### src/rtl/sync_fifo.sv
// ---------------------------------------------------------------------------
// sync_fifo
//
// Single-clock first-in-first-out buffer of DATA_WIDTH-bit words, DEPTH
// entries deep, used to decouple a producer and a consumer that share a clock.
//
// Ports
//   clock     in   1           rising-edge clock for all state
//   resetn    in   1           asynchronous reset, ACTIVE-HIGH despite the name
//   wr_en     in   1           write request; data_in captured when accepted
//   rd_en     in   1           read request; head word moved to data_out
//   data_in   in   DATA_WIDTH  write data
//   full      out  1           occupancy == DEPTH
//   empty     out  1           occupancy == 0
//   data_out  out  DATA_WIDTH  registered read data, holds between reads
//
// Writes while full (without a same-cycle read) and reads while empty are
// dropped and leave all state untouched. Read latency is one cycle and there
// is no fall-through: a word written on edge N is readable from edge N+1.
// DEPTH must be a power of two and at least 2 so the pointers wrap naturally.
// ---------------------------------------------------------------------------
module sync_fifo #(
  parameter int DATA_WIDTH = 32,
  parameter int DEPTH      = 16
) (
  input  logic                  clock,
  input  logic                  resetn,
  input  logic                  wr_en,
  input  logic                  rd_en,
  input  logic [DATA_WIDTH-1:0] data_in,
  output logic                  full,
  output logic                  empty,
  output logic [DATA_WIDTH-1:0] data_out
);

  localparam int AW = $clog2(DEPTH);
  localparam logic [AW:0] FULL_COUNT = (AW + 1)'(DEPTH);

  logic [DATA_WIDTH-1:0] mem [DEPTH];
  logic [AW-1:0]         wptr;
  logic [AW-1:0]         rptr;
  logic [AW:0]           count;

  logic                  rd_accept;
  logic                  wr_accept;

  // Status comes from the count register alone, so it never depends on the
  // same-cycle requests and cannot form a combinational loop with the source.
  assign full  = (count == FULL_COUNT);
  assign empty = (count == '0);

  // A read frees the head slot on the same edge, so a full FIFO can still
  // accept a write when it is also being read.
  assign rd_accept = rd_en && !empty;
  assign wr_accept = wr_en && (!full || rd_accept);

  // NOTE: the storage array is deliberately left out of reset; clearing it
  // would only add reset fan-out, and no entry is read before it is written.
  always_ff @(posedge clock) begin
    if (wr_accept) begin
      mem[wptr] <= data_in;
    end
  end

  // NOTE: sequential state uses non-blocking assignments so every register
  // samples the pre-edge values, independent of statement order.
  always_ff @(posedge clock or posedge resetn) begin
    if (resetn) begin
      wptr     <= '0;
      rptr     <= '0;
      count    <= '0;
      data_out <= '0;
    end else begin
      if (wr_accept) begin
        wptr <= wptr + 1'b1;
      end
      if (rd_accept) begin
        rptr     <= rptr + 1'b1;
        data_out <= mem[rptr];
      end
      unique case ({wr_accept, rd_accept})
        2'b10:   count <= count + 1'b1;
        2'b01:   count <= count - 1'b1;
        default: count <= count;
      endcase
    end
  end

endmodule

### config.mk
export PLATFORM = sky130hd
export DESIGN_NAME = sync_fifo
export DESIGN_NICKNAME = d
export VERILOG_FILES = /design/src/rtl/sync_fifo.sv
export SDC_FILE = /design/constraint.sdc
export NUM_CORES = 1
export LEC_CHECK = 0
export BUFFER_PORTS_ARGS = -buffer_cell sky130_fd_sc_hd__buf_2
export CAP_MARGIN = 20
export CORE_MARGIN = 4
export CORE_UTILIZATION = 31
export DETAILED_ROUTE_END_ITERATION = 12
export RECOVER_POWER = 50
export SYNTH_ARGS = -nofsm -noshare
export SYNTH_HDL_FRONTEND = slang
export SYNTH_SLANG_ARGS = --single-unit
### constraint.sdc
create_clock -name clock -period 2.8 [get_ports clock]
set_input_delay 0.28 -clock clock [delete_from_list [all_inputs] [get_ports clock]]
set_output_delay 0.28 -clock clock [all_outputs]
set_load 0.005 [all_outputs]
==> results.py, run 1 <==
metrics = {
    "logic_synthesis": {
        "synth_top_area_share_pct": 72.4,
        "ys_seq_area_share_pct": 77.7,
        "synth-main-ff-cell": "edfxtp_1",
        "synth_top_cell_by_area": "edfxtp_1",
        "yosys_warnings": 0,
        "synth_area_leaders": "edfxtp_1, mux4_2, dfrtp_1, mux2i_1, mux2_2",
        "syn_nets": 992,
        "syn_area_um2": 21200,
        "synth_cell_types": 35,
        "async_flop_share_pct": 8.08,
        "avgSynthCellArea_um2": 22.4,
        "synth_cells": 947,
        "synth-seq-cells": 557,
        "synth-edff-count": 512,
    },
    "floorplanning": {
        "num_io_pins": 70,
        "die-area_um2": 72700,
        "die_h_um": 270,
        "rows": 95,
        "start_util_pct": 31.4,
        "core-area_um2": 67500,
        "die_w_um": 270,
    },
    "timing": {
        "worstMarginPinSlew_ns": 1.28,
        "finalHoldViolCount": 0,
        "rsz0062_at_grt": "false",
        "finalClockSkew_ns": 0.0175,
        "drv_slew": 0,
        "post-route-min-period_ns": 2.56,
        "post-route-period-util_pct": 91.6,
        "tns_ns": 0,
        "finalSetupViolCount": 0,
        "slew_headroom_pct": 14.4,
        "max_freq_mhz": 390,
    },
    "placed_design": {
        "place.gp.congestion": 0.733,
        "io_buffers": 69,
        "dp_hpwl_um": 28300,
    },
    "final_layout": {
        "syn_to_final_growth_pct": 15.4,
        "nNetsFinal": 1110,
        "num_antenna_cells": 0,
        "layout-drive-gt1-share_pct": 27.5,
    },
    "setup_path": {
        "cp_num_buf_inv": 1,
        "cp_max_fo": 32,
        "critical_path.top_delay_family": "simple AND/OR/NAND/NOR gates",
        "crit_path_cell_trace": "nor4_4, buf_4, nand2_1, o21ai_0, nor3_1, and2_2",
        "r2r_cells": 6,
        "regToRegStartpoint": "count[0]",
        "start_kind": "flop",
        "crit_start": "count[0]",
        "critPathSlowestCell": "and2_2",
        "reg2reg_to": "mem[0][27]",
        "reg2reg_slack_ns": 0.24,
        "crit_type": "reg -> reg",
        "slowest_delay_ns": 0.90,
        "cp.required_ns": 3.00,
        "crit_arrival_ns": 2.77,
        "end_kind": "flop",
    },
    "min_path": {
        "hold_end": "count[4]",
        "hp-class": "in -> reg",
        "min-delay-start": "wr_en",
        "hold_path_depth": 3,
    },
    "grt": {
        "grt_max_degree": 50,
        "use_met2_pct": 20.6,
        "grt_pass1_wl_um": 69700,
        "grt-ovfl-total": 0,
        "grt_use_met3_pct": 2.38,
        "grt_pass1_vias": 10285,
        "grt_util_all_layers_pct": 12.7,
        "antenna_found_initial": 1,
        "grt_use_met1_pct": 17.9,
        "grt.busiest_layer": "met2",
    },
    "cts": {
        "cts_setup_buffers": 0,
        "cts_tree": "built",
        "htree_levels": 2,
        "cts_sinks": 557,
        "cts_buffers": 52,
        "cts_root_buf": "clkbuf_16",
        "clkTransAtPathRegs_ns": 0.06,
        "clk-insertion-delay-late_ns": 0.60,
        "clock_path_buffers": 3,
    },
    "power_and_ir_drop": {
        "powerDensity_nw_per_um2": 975,
        "p_leak_nw": 7.84,
        "power_mw": 23.9,
        "vdd_drop_max_mv": 0.622,
    },
    "routing": {
        "drc": 0,
        "drt-total-wl_um": 46600,
        "first_iter_violations": 803,
        "wl_per_cell_um": 23.5,
        "ant_nets": 0,
        "avgViaCountPerCell": 4.95,
        "via_count": 9800,
        "detail_route.first_pass.iterations": 4,
    },
    "run": {
        "cap_violations": 0,
    },
    "status": {
        "outcome": "complete, no violations",
    },
}
-- cells in the mapped netlist, types with 2 or more instances --
master / count
mux4_2: 128
nand2_1: 31
ha_1: 8
mux2i_1: 39
edfxtp_1: 512
o21ai_0: 4
nand2b_1: 3
inv_1: 9
o22ai_1: 26
and2_1: 8
nor2_1: 3
clkbuf_1: 17
o211ai_1: 2
buf_1: 9
buf_4: 13
xnor2_1: 8
o221ai_1: 19
o21a_1: 2
or2_2: 2
dfrtp_1: 45
and3_1: 9
a21oi_1: 14
buf_2: 8
nor2b_1: 2
nand4_1: 2
mux2_2: 15
-- repair_timing --
item / CTS / global route
hold endpoints to repair: 24 / 0
hold buffers: 1 / 0
resized for setup: 0 / 0
-- routing by layer --
layer / routed length (um) / part of all wire [%]
met5: 0 / 0
met4: 819 / 1.8
met3: 2440 / 5.2
met2: 22700 / 49
met1: 20600 / 44
-- flip-flops by register name (all words and copies together), names as in the netlist --
| register | count |
|---|---|
| mem | 512 |
| rptr | 4 |
| data_out | 32 |
| count | 5 |
| wptr | 4 |
-- worst reg2reg max path: cells and delay by family, from the launching register on --
kind / cells / cell delay (ns)
buf+inv: 1 / 0.16
compound gates: 1 / 0.15
flops: 1 / 0.45
simple gates: 4 / 1.39
-- layout make-up --
class / count / area [um2]
fillers: 6189 / 43000
inverters: 9 / 33.8
clock buffers: 75 / 1440
clock inverters: 22 / 178
well taps: 873 / 1090
repair buffers: 112 / 763
flip-flops and latches: 557 / 16500
multi-input cells: 333 / 4480
-- cell usage in the layout (no fill, tap or decap), types with 3 or more instances in the layout --
cell type   instances
clkbuf_16          52
mux2i_1            39
o221ai_1           19
ha_1                8
edfxtp_1          512
dfrtp_4             3
mux4_2            128
nor2_1              3
and2_2              8
o21ai_0             4
clkinv_1            9
a21oi_1            14
and3_2              8
xnor2_1             8
o22ai_1            26
nand2_1            30
inv_1               9
nand2b_1            3
clkbuf_1           61
clkbuf_8            5
buf_2              25
buf_4              29
clkinvlp_4          3
mux2_2             15
clkinv_2            5
buf_12             12
dfrtp_1            42
-- worst max-delay path by stage --
stage / end / slack [ns] / cells past startpoint
floorplan: count[4] / 0.35 / 10
global placement: mem[12][5] / 0.30 / 6
global route: mem[0][27] / 0.04 / 6
CTS: mem[12][31] / 0.17 / 6
detailed placement: mem[12][28] / 0.20 / 6
finish: mem[0][27] / 0.24 / 6
-- kinds of logic after synthesis --
family          Yosys count  share of synthesized area, %
buf+inv                  57                          1.32
xor+xnor                  8                         0.330
simple gates             63                          1.51
flops                   557                          77.7
compound gates           71                          2.31
fa+ha+maj                 9                         0.566
mux                     182                          16.2
-- per-stage QoR --
step | setup slack [ns] | utilization [%] | hold WS, ns | cells | cell area [um2]
finish | 0.236 | 36.3 | 0.0655 | 1981 | 24500
global route | 0.0443 | 36.3 | 0.0854 | 1981 | 24500
CTS | 0.172 | 36.4 | 0.0310 | 1980 | 24500
detailed placement | 0.203 | 33.9 | 0.461 | 1882 | 22900
global placement | 0.298 | 33.9 | 0.452 | 1882 | 22900
floorplan | 0.352 | - | 0.379 | 947 | 21200
-- report_power, final --
part	internal [mW]	switching [mW]	total [mW]	leakage [nW]
combinational	3.05	3.30	6.34	1.91
clock	3.76	2.99	6.75	0.778
sequential	10.2	0.606	10.8	5.15
Note: power is estimated with default switching activity, not from simulation.
==> run 2, diff against run 1 <==
--- a/config.mk
+++ b/config.mk
@@ -10,7 +10,7 @@
 export CORE_MARGIN = 4
 export CORE_UTILIZATION = 31
 export DETAILED_ROUTE_END_ITERATION = 12
-export RECOVER_POWER = 50
+export RECOVER_POWER = 100
 export SYNTH_ARGS = -nofsm -noshare
 export SYNTH_HDL_FRONTEND = slang
 export SYNTH_SLANG_ARGS = --single-unit
==> run 2 against run 1 <==
Via count is 0.28% higher. Largest cell class unchanged. Total power shrank 0.34%. Critical path type unchanged. Largest power group unchanged. Hold slack worse by 0.018 ns.
==> results.py, run 2 (synthesis gave the netlist of run 1 again) <==
metrics = {
    "final_layout": {
        "layout_commonest_cell": "edfxtp_1",
        "final_cell_mix": "edfxtp_1, mux4_2, clkbuf_1",
        "nNetsFinal": 1110,
        "syn_to_final_growth_pct": 14.8,
        "fillCellCount": 6209,
        "num_antenna_cells": 0,
        "multi_input_area_um2": 4460,
        "regMostFlops": "mem",
        "largest_register_ff_count": 512,
        "reg.largest.list": "mem (512), data_out (32), count (5)",
        "layout-drive-gt1-share_pct": 25.6,
        "seqCellArea_um2": 16500,
    },
    "setup_path": {
        "crit_path_cell_trace": "nor4_4, buf_4, nand2_1, o21a_1, and3_1, and2_1, clkbuf_4",
        "start_kind": "flop",
        "crit_type": "reg -> reg",
        "slowest_delay_ns": 0.57,
        "crit_arrival_ns": 2.88,
        "cp_max_fo": 12,
        "cp_num_buf_inv": 2,
        "critPathSlowestCell": "and2_1",
        "reg2reg_slack_ns": 0.19,
        "critical_path.top_delay_family": "simple AND/OR/NAND/NOR gates",
        "end_kind": "flop",
        "r2r_cells": 7,
        "cp.required_ns": 3.07,
        "reg2reg_to": "mem[14][26]",
        "regToRegStartpoint": "count[0]",
    },
    "cts": {
        "cts_sinks": 557,
        "clock_path_buffers": 3,
        "cts_buffers": 52,
        "cts_setup_buffers": 0,
        "cts_tree": "built",
        "clkTransAtPathRegs_ns": 0.06,
        "cts_root_buf": "clkbuf_16",
        "postCtsHoldBufs": 1,
        "clk-insertion-delay-late_ns": 0.59,
        "htree_levels": 2,
        "cts.repair.resized": 0,
    },
    "timing": {
        "finalHoldViolCount": 0,
        "post-route-period-util_pct": 93.3,
        "rsz0062_at_grt": "false",
        "worstMarginPinSlew_ns": 1.26,
        "max_freq_mhz": 383,
        "holdWs_ns": 0.0476,
        "drv_slew": 0,
        "setup_slack_ns": 0.188,
        "slew_headroom_pct": 15.7,
        "post-route-min-period_ns": 2.61,
        "finalSetupViolCount": 0,
        "tns_ns": 0,
        "finalClockSkew_ns": 0.0158,
    },
    "floorplanning": {
        "rows": 95,
        "die_h_um": 270,
        "die_w_um": 270,
        "num_io_pins": 70,
        "die-area_um2": 72700,
        "core-area_um2": 67500,
        "start_util_pct": 31.4,
    },
    "power_and_ir_drop": {
        "vdd_drop_max_mv": 0.668,
        "p_leak_nw": 7.76,
        "power_mw": 23.8,
        "powerDensity_nw_per_um2": 977,
    },
    "min_path": {
        "hold_end": "count[4]",
        "min-delay-start": "wr_en",
        "hp-class": "in -> reg",
        "hold_path_depth": 3,
    },
    "grt": {
        "grt_util_all_layers_pct": 12.7,
        "grt_use_met1_pct": 17.9,
        "grt.busiest_layer": "met2",
        "grt-ovfl-total": 0,
        "use_met2_pct": 20.6,
        "grt_max_degree": 50,
        "grt_use_met3_pct": 2.38,
        "grt_pass1_vias": 10285,
        "antenna_found_initial": 1,
        "grt_pass1_wl_um": 69700,
    },
    "routing": {
        "ant_nets": 0,
        "drc": 0,
        "avgViaCountPerCell": 4.96,
        "via_count": 9827,
        "detail_route.first_pass.iterations": 7,
        "wl_per_cell_um": 23.5,
        "first_iter_violations": 791,
        "drt-total-wl_um": 46500,
    },
    "placed_design": {
        "io_buffers": 69,
        "dp_hpwl_um": 28300,
        "place.gp.congestion": 0.733,
        "dpl_worst_slack_ns": 0.203,
    },
    "status": {
        "outcome": "complete, no violations",
    },
    "run": {
        "cap_violations": 0,
    },
}
-- run 2: final cells by class --
| cell class | instances | share of cell area, % |
|---|---|---|
| repair buffers | 112 | 2.69 |
| clock buffers | 75 | 5.90 |
| flip-flops and latches | 557 | 67.8 |
| inverters | 9 | 0.139 |
| multi-input cells | 333 | 18.3 |
| clock inverters | 22 | 0.729 |
| well taps | 873 | 4.48 |
-- run 2: how the worst max path moves through the flow --
stage / to / slack, ns / cells after the start / from
CTS: mem[12][31] / 0.17 / 6 / count[0]
global placement: mem[12][5] / 0.30 / 6 / count[0]
global route: mem[4][18] / 0.03 / 7 / count[0]
detailed placement: mem[12][28] / 0.20 / 6 / count[0]
finish: mem[14][26] / 0.19 / 7 / count[0]
floorplan: count[4] / 0.35 / 10 / count[0]
-- run 2: metrics by stage --
step           utilization, %  instances  cell area (um2)
2_1_floorplan               -        947            21200
3_3_place_gp             33.9       1882            22900
3_5_place_dp             33.9       1882            22900
4_1_cts                  36.4       1980            24500
5_1_grt                  36.1       1981            24400
6_report                 36.1       1981            24400
-- run 2: layer usage --
layer | routed length (um) | vias to the layer above
met5 | 0 | -
met4 | 840 | 0
met3 | 2530 | 61
met2 | 22700 | 266
met1 | 20400 | 5282
li1 | - | 4218
-- run 2: tightest hold or removal path, delay by kind of cell --
kind	cells	cell delay, ns
buffers and inverters	1	0.15
AO/OA/AOI/OAI	1	0.08
AND/OR/NAND/NOR	1	0.07
-- run 2: power by group --
group / internal [mW] / switching, mW / total (mW) / leakage [nW]
sequential: 10.2 / 0.607 / 10.8 / 5.15
combinational: 2.98 / 3.29 / 6.27 / 1.83
clock: 3.76 / 2.98 / 6.74 / 0.778
total: 16.9 / 6.87 / 23.8 / 7.76
==> run 3, diff against run 2 <==
==> constraint.sdc (replaced) <==
create_clock -name clock -period 2.4 [get_ports clock]
set_input_delay 0.24 -clock clock [delete_from_list [all_inputs] [get_ports clock]]
set_output_delay 0.24 -clock clock [all_outputs]
set_load 0.005 [all_outputs]
==> run 3 against run 2 <==
Die area unchanged. Global-route usage down 0.52 points. Routed wire length down 3.8%. Clock power up 27%. Non-clock buffer count up 31.
==> results.py, run 3 (synthesis gave the netlist of run 1 again) <==
metrics = {
    "status": {
        "outcome": "complete, no violations",
    },
    "grt": {
        "antenna_found_initial": 2,
        "grt_pass1_vias": 10502,
        "grt_util_all_layers_pct": 12.2,
        "grt_max_degree": 33,
        "grt-ovfl-total": 0,
        "grt_pass1_wl_um": 67300,
    },
    "cts": {
        "clkTransAtPathRegs_ns": 0.07,
        "htree_levels": 2,
        "cts_setup_buffers": 0,
        "cts_buffers": 54,
        "cts_root_buf": "clkbuf_16",
        "cts_sinks": 557,
        "cts_tree": "built",
        "clk-insertion-delay-late_ns": 0.60,
        "clock_path_buffers": 3,
    },
    "final_layout": {
        "final_cell_mix": "edfxtp_1, mux4_2, clkbuf_1",
        "seqCellArea_um2": 16500,
        "num_antenna_cells": 0,
        "syn_to_final_growth_pct": 18.2,
        "fillCellCount": 6111,
        "nNetsFinal": 1143,
        "instances_no_fill": 2017,
        "post-route-cell-area_um2": 25100,
        "regMostFlops": "mem",
        "layout-drive-gt1-share_pct": 27.5,
        "layout_commonest_cell": "edfxtp_1",
        "largest_register_ff_count": 512,
        "multi_input_area_um2": 4500,
        "reg.largest.list": "mem (512), data_out (32), count (5)",
    },
    "timing": {
        "drv_slew": 0,
        "slew_headroom_pct": 17.9,
        "max_freq_mhz": 426,
        "holdWs_ns": 0.171,
        "finalHoldViolCount": 0,
        "post-route-min-period_ns": 2.35,
        "post-route-period-util_pct": 97.8,
        "tns_ns": 0,
        "finalClockSkew_ns": 0.0242,
        "finalSetupViolCount": 0,
        "worstMarginPinSlew_ns": 1.23,
        "rsz0062_at_grt": "true",
    },
    "power_and_ir_drop": {
        "p_leak_nw": 8.06,
        "vdd_drop_max_mv": 0.553,
        "combPwrFrac_pct": 25.7,
        "p_int_mw": 20.5,
        "p_sw_mw": 8.01,
        "switching_share_pct": 28.1,
        "powerDensity_nw_per_um2": 1140,
        "pwr-share-clk_pct": 30.0,
        "seqPwrFrac_pct": 44.3,
    },
    "floorplanning": {
        "die_h_um": 270,
        "start_util_pct": 31.4,
        "die-area_um2": 72700,
        "rows": 95,
        "die_w_um": 270,
        "num_io_pins": 70,
        "core-area_um2": 67500,
    },
    "routing": {
        "drt-total-wl_um": 44700,
        "via_count": 9818,
        "first_iter_violations": 792,
        "detail_route.first_pass.iterations": 4,
        "drc": 0,
        "avgViaCountPerCell": 4.87,
        "ant_nets": 0,
        "wl_per_cell_um": 22.2,
    },
    "setup_path": {
        "critPathSlowestCell": "dfrtp_1",
        "cp.required_ns": 2.92,
        "crit_type": "reg -> reg",
        "end_kind": "flop",
        "start_kind": "flop",
        "cp_max_fo": 5,
        "crit_path_cell_trace": "nor4_4, nand2_2, inv_2, nor2_4, ha_4, nor2b_1, o21a_1, or2_2, o31a_1, o211ai_1",
        "crit_arrival_ns": 2.87,
        "slowest_delay_ns": 0.42,
    },
    "run": {
        "cap_violations": 0,
    },
    "min_path": {
        "hp-class": "in -> reg",
    },
    "placed_design": {
        "postPlaceCellArea_um2": 23100,
        "io_buffers": 69,
        "dp.cells": 1888,
        "dp_hpwl_um": 26200,
        "place.gp.congestion": 0.735,
    },
}
[run 3: changes by cell type in the layout (fill, tap and decap cells not counted), moves of 4 or more]
| cell | delta |
|---|---|
| clkinv_2 | +5 |
| clkbuf_1 | -5 |
| buf_12 | +11 |
| clkbuf_2 | -15 |
| clkbuf_4 | -4 |
| buf_4 | +13 |
| dlygate4sd3_1 | +26 |
| clkinv_4 | +5 |
| clkinv_1 | -6 |
[run 3: worst paths after layout]
kind / from / endpoint / slack (ns) / cells after the start
min: rd_en / wptr[0] / 0.17 / 3
min in group asynchronous: resetn / count[4] / 0.52 / 3
min reg2reg: data_out[11] / data_out[11] / 0.49 / 2
max: count[3] / count[4] / 0.05 / 10
max reg2reg: count[3] / count[4] / 0.05 / 10
max in group asynchronous: resetn / data_out[20] / 0.49 / 4
[run 3: per-stage QoR]
| step | power, mW | worst slack, ns | util [%] |
|---|---|---|---|
| after global routing | 29.9 | -0.0610 | 37.1 |
| after CTS | 29.0 | 0.0228 | 37.3 |
| after global placement | 20.2 | 0.0800 | 34.2 |
| after detailed placement | 20.4 | 0.0368 | 34.2 |
| final | 28.5 | 0.0527 | 37.1 |
| after floorplan | 17.7 | 0.0764 | - |
[run 3: final cells by class]
type | instances | share of cell area (%)
Tap cell | 873 | 4.36
Clock inverter | 29 | 1.25
Inverter | 9 | 0.135
Clock buffer | 73 | 5.99
Sequential cell | 557 | 65.8
Multi-Input combinational cell | 333 | 17.9
Timing Repair Buffer | 143 | 4.49
[run 3: power by group through the flow]
stage / clock network (mW) / logic (mW) / registers [mW]
6_report: 8.56 / 7.31 / 12.6
5_1_grt: 9.24 / 7.96 / 12.7
4_1_cts: 8.79 / 7.60 / 12.6
3_5_place_dp: 0 / 7.54 / 12.8
3_3_place_gp: 0 / 7.44 / 12.8
2_1_floorplan: 0 / 5.32 / 12.4
[run 3: worst max-delay path, delay by kind of cell, from the launching register on]
kind	cells	cell delay, ns
AO/OA/AOI/OAI	3	0.57
adder cells (fa/ha/maj)	1	0.25
flip-flops	1	0.42
AND/OR/NAND/NOR	5	0.92
buffers and inverters	1	0.09
[run 3: timing repair]
action,CTS,global route
hold buffers,27,0
resized for setup,0,2
endpoints found under the setup margin,0,92
endpoints found under the hold margin,348,0
[run 3: metal layers]
layer  up-vias  GRT usage, %  routed length [um]
met4         4          3.07                 800
met1      5190          16.8               19500
met5         -             0                  27
met3        58          2.17                2390
met2       274          20.2               22000
li1       4292             -                   -
